[src/rtl/dest_select_stage.sv]
// dest_select_stage: registered write-back destination select with a small skid FIFO
// and hazard match of two source indices against pending destinations.
module dest_select_stage #(
    parameter int WIDTH      = 17,
    parameter int LINK_VALUE = 10,
    parameter int DEPTH      = 2
) (
    input  logic             Clk,
    input  logic             Reset_n,
    input  logic             In_Valid,
    output logic             In_Ready,
    input  logic [WIDTH-1:0] Input,
    input  logic [WIDTH-1:0] Alt_Input,
    input  logic [1:0]       Selection,
    input  logic             Flush,
    output logic             Out_Valid,
    input  logic             Out_Ready,
    output logic [WIDTH-1:0] Output,
    output logic [1:0]       Out_Sel,
    input  logic [WIDTH-1:0] Src_A,
    input  logic [WIDTH-1:0] Src_B,
    output logic             Hit_A,
    output logic             Hit_B
);
    localparam int CW = $clog2(DEPTH + 1);
    localparam int PW = (DEPTH > 1) ? $clog2(DEPTH) : 1;
    localparam logic [CW-1:0] FULL = CW'(DEPTH);
    localparam logic [PW-1:0] LAST = PW'(DEPTH - 1);

    logic [WIDTH-1:0] data_q [DEPTH];
    logic [WIDTH-1:0] data_d [DEPTH];
    logic [1:0]       sel_q  [DEPTH];
    logic [1:0]       sel_d  [DEPTH];
    logic [CW-1:0]    cnt_q, cnt_d;
    logic [PW-1:0]    rd_q, rd_d, wr_q, wr_d;
    logic [WIDTH-1:0] sel_val;
    logic             push, pop, valid_i;

    always_comb begin
        sel_val = (Selection == 2'd0) ? Input :
                  (Selection == 2'd1) ? '0 :
                  (Selection == 2'd2) ? WIDTH'(LINK_VALUE) : Alt_Input;
        In_Ready  = (cnt_q != FULL);
        Out_Valid = (cnt_q != '0);
        Output    = Out_Valid ? data_q[rd_q] : '0;
        Out_Sel   = Out_Valid ? sel_q[rd_q] : 2'd0;
        push      = In_Valid && In_Ready && !Flush;
        pop       = Out_Valid && Out_Ready && !Flush;
        data_d    = data_q;
        sel_d     = sel_q;
        if (push) begin
            data_d[wr_q] = sel_val;
            sel_d[wr_q]  = Selection;
        end
        wr_d  = Flush ? '0 : !push ? wr_q : (wr_q == LAST) ? '0 : wr_q + 1'b1;
        rd_d  = Flush ? '0 : !pop ? rd_q : (rd_q == LAST) ? '0 : rd_q + 1'b1;
        cnt_d = Flush ? '0 : cnt_q + CW'(push) - CW'(pop);
        // An entry is live when its distance from the read pointer is below the count.
        Hit_A = 1'b0;
        Hit_B = 1'b0;
        for (int i = 0; i < DEPTH; i++) begin
            valid_i = ((i - int'(rd_q) + DEPTH) % DEPTH) < int'(cnt_q);
            Hit_A = Hit_A | (valid_i && data_q[i] == Src_A && data_q[i] != '0);
            Hit_B = Hit_B | (valid_i && data_q[i] == Src_B && data_q[i] != '0);
        end
    end

    always_ff @(posedge Clk) begin
        if (!Reset_n) begin
            cnt_q <= '0;
            rd_q  <= '0;
            wr_q  <= '0;
            for (int i = 0; i < DEPTH; i++) begin
                data_q[i] <= '0;
                sel_q[i]  <= 2'd0;
            end
        end else begin
            cnt_q  <= cnt_d;
            rd_q   <= rd_d;
            wr_q   <= wr_d;
            data_q <= data_d;
            sel_q  <= sel_d;
        end
    end
endmodule

[config.mk]
export PLATFORM = sky130hd
export DESIGN_NAME = dest_select_stage
export DESIGN_NICKNAME = d
export VERILOG_FILES = /design/src/rtl/dest_select_stage.sv
export SDC_FILE = /design/constraint.sdc
export NUM_CORES = 1
export LEC_CHECK = 0
export CORE_ASPECT_RATIO = 0.5
export CORE_MARGIN = 4
export CORE_UTILIZATION = 50
export DETAILED_ROUTE_END_ITERATION = 7
export PLACE_DENSITY = 0.89
export SLEW_MARGIN = 0
export SYNTH_ARGS = -nofsm -noshare
export SYNTH_HDL_FRONTEND = slang
export SYNTH_SLANG_ARGS = --single-unit
[constraint.sdc]
create_clock -name Clk -period 2.7 [get_ports Clk]
set_input_delay 0.54 -clock Clk [delete_from_list [all_inputs] [get_ports Clk]]
set_output_delay 0.54 -clock Clk [all_outputs]
set_load 0.005 [all_outputs]
==> out/metrics.csv <==
stage,metric,value,unit
outcome,status,"complete, no violations",
routing,wire_per_inst,19.6,µm
synthesis,synth-edff-count,0,
synthesis,async_flop_share,0,
grt,grt_pass1_vias,3069,
synthesis,synth-simple-area-share,0.195,
synthesis,synthMostInstantiatedCell,nand2_1,
synthesis,ys.flop_type,dfxtp_1,
timing,worst_pin_slew,0.423,ns
placement,dp_slack,-0.347,ns
floorplanning,dieArea,7350,µm²
synthesis,synth_compound_area_frac,0.196,
grt,grt_max_degree,33,
routing,routed_via_density,5.88,
worst_setup_path,crit_required,2.16,ns
clock_network,cts_tree,built,
synthesis,synth_mux_area_frac,0.0637,
synthesis,ys_ff_latch,42,
worst_setup_path,critical_path_arrival,2.08,ns
timing,rsz0062_at_grt,false,
synthesis,synthTopCellsByArea,"dfxtp_1 (28%), xnor2_1 (11%), xor2_1 (10%), o211a_1 (10%), mux2i_1 (6.4%)",
synthesis,yosys.area_share.adder,0.00838,
power_and_ir_drop,vdd_drop_max,0.329,mV
timing,max_clock_freq,0.382,GHz
synthesis,yosysUniqueCellTypes,35,
layout,drive_gt1_frac,0.100,
worst_setup_path,path_class,in2out,
layout,final_nets,516,
worst_setup_path,end_kind,output pin,
synthesis,syn_nets,417,
clock_network,cts_max_level,2,
worst_setup_path,cpPeakStageDelay,0.52,ns
worst_setup_path,crit_fanout,2,
clock_network,clk_pin_slew,0.06,ns
worst_setup_path,path_cells,clkdlybuf4s50_1 -> xnor2_1 -> nand4_1 -> nor3_2 -> buf_4 -> nand3_1 -> o31ai_2 -> buf_2,
floorplanning,pin_count,98,
synthesis,synth_top_family_by_area,XOR/XNOR gates,
worst_setup_path,critical_path.startpoint_type,primary input,
grt,grt_pass1_wl,16.0,mm
synthesis,synth_area,2990,µm²
timing,skew,0.00370,ns
clock_network,cts-root-buf,clkbuf_16,
grt,grt-ovfl-total,0,
timing,maxSlewViolCount,0,
worst_setup_path,path_buf_inv,3,
timing,finalCriticalPeriod,2.62,ns
routing,routed_wl,10.1,mm
synthesis,synth_xor_area_frac,0.208,
clock_network,cts_buffer_depth,2,
placement,port_buffers,97,
grt,grt_usage,0.274,
worst_setup_path,crit_family,buffers and inverters,
timing,setup_viol,0,
power_and_ir_drop,total_power,1700,µW
grt,antenna_found_initial,0,
floorplanning,die_w,117,µm
clock_network,clock_latency,0.29,ns
timing,maxSlewHeadroom,0.716,
synthesis,ys_warn_count,0,
synthesis,syn_area_per_cell,8.79,µm²
placement,gp_congestion,0.900,
synthesis,yosysTopAreaCellShare,0.281,
clock_network,cts_num_sinks,42,
synthesis,synthCells,340,
placement,dp_cells,505,
floorplanning,start_util,0.530,
timing,hold_violations,0,
run,cap_violations,0,
floorplanning,rows,19,
layout,n_antenna_cell,0,
layout,syn_to_final_growth,40.8,%
synthesis,synth_top_cells_by_count,"nand2_1 (44), dfxtp_1 (42), xnor2_1 (36)",
power_and_ir_drop,p_leak,0.00186,µW
clock_network,cts_made_buffers,5,
timing,post-route-period-util,0.970,
routing,antenna_left,0,
placement,dp_hpwl,7.80,mm
routing,drc_errors,0,
worst_setup_path,crit_slowest_cell,clkdlybuf4s50_1,
routing,firstDrtPassIters,5,
synthesis,ys_seq_area_frac,0.281,
floorplanning,die_h,62.7,µm
power_and_ir_drop,p_per_area,405,nW/µm²
timing,fin_ws,0.0821,ns
synthesis,yosys.area.top_type,dfxtp_1,
layout,final_cell_count_no_fill,513,
floorplanning,coreArea,5630,µm²
routing,drt_iter0_markers,294,
routing,dr_total_vias,3016,
hold_path,hold_path.class,reg2reg,
## path summary, 6_finish.rpt
path                                             from                    end  slack, ns  depth (start not counted)
worst max-delay path                         Src_B[5]                  Hit_B       0.08                          8
worst min-delay path            sel_q[3]$_SDFFE_PN0P_  sel_q[3]$_SDFFE_PN0P_       0.48                          2
worst max register to register    cnt_q[1]$_SDFF_PP0_    cnt_q[1]$_SDFF_PP0_       0.61                         11
worst min register to register  sel_q[3]$_SDFFE_PN0P_  sel_q[3]$_SDFFE_PN0P_       0.48                          2
## placed cells by master (no fill, tap or decap), types with 7 or more instances in the layout
master           netlist  final
mux2i_1               19     19
dfxtp_1               42     42
nor2_1                27     27
o211a_1               30     30
nand2_1               44     44
nor4_1                10      8
nand3_1               10     10
nand4_1                7      7
xor2_1                35     35
a22oi_2                9      9
buf_4                  4     11
clkdlybuf4s50_1        0     94
xnor2_1               36     36
## where the power goes
part	total (µW)	switching (µW)	internal, µW	leakage, µW
sequential	692	48.7	644	0.000342
clock	627	255	372	0.0000745
combinational	383	163	220	0.00144
total	1700	467	1240	0.00186
## per-stage QoR
step                TNS [ns]  hold slack [ns]   util  instance area, µm²
floorplan                  0            0.443      -                2990
global placement      -0.692            0.456  0.716                4040
detailed placement    -0.652            0.465  0.716                4040
CTS                  -0.0666            0.472  0.746                4200
global route               0            0.500  0.747                4210
finish                     0            0.478  0.747                4210
## kinds of logic (layout without fill, tap and decap cells)
kind of cell,after synthesis,count (layout)
flip-flops,42,42
XOR/XNOR,71,71
AO/OA/AOI/OAI,64,64
buffers and inverters,23,123
multiplexers,19,19
adder cells (fa/ha/maj),2,2
AND/OR/NAND/NOR,119,119
## worst min-delay path, cell delays in order, from the launching register on
cell and delay (ns):
dfxtp_1 0.31, nand2_1 0.05, a21boi_0 0.06
## flip-flops by register name, indices dropped and copies added (netlist names)
register and count:
rd_q 1, data_q 34, sel_q 4, wr_q 1, cnt_q 2
## repair_timing
item | CTS | global route
setup endpoints to repair | 2 | 2
setup buffers | 0 | 0
pin swaps | 3 | 4
hold buffers | 0 | 0
hold endpoints to repair | 0 | 0
resized for setup | 6 | 7
## cell type report
| class | instances | area [µm²] |
|---|---|---|
| inverter | 6 | 22.5 |
| tap | 73 | 91.3 |
| sequential | 42 | 841 |
| clock buffer | 7 | 143 |
| multi-input combinational | 275 | 2030 |
| clock inverter | 1 | 8.76 |
| fill | 437 | 1430 |
| timing repair buffer | 109 | 1070 |
## routing by layer
layer	vias up	wire length, µm	track usage
li1	1399	-	-
met1	1470	4430	0.373
met2	133	4630	0.442
met3	14	870	0.0606
met4	0	118	0.0702
met5	-	0	0
No activity file was read; power rests on OpenSTA's default activity.
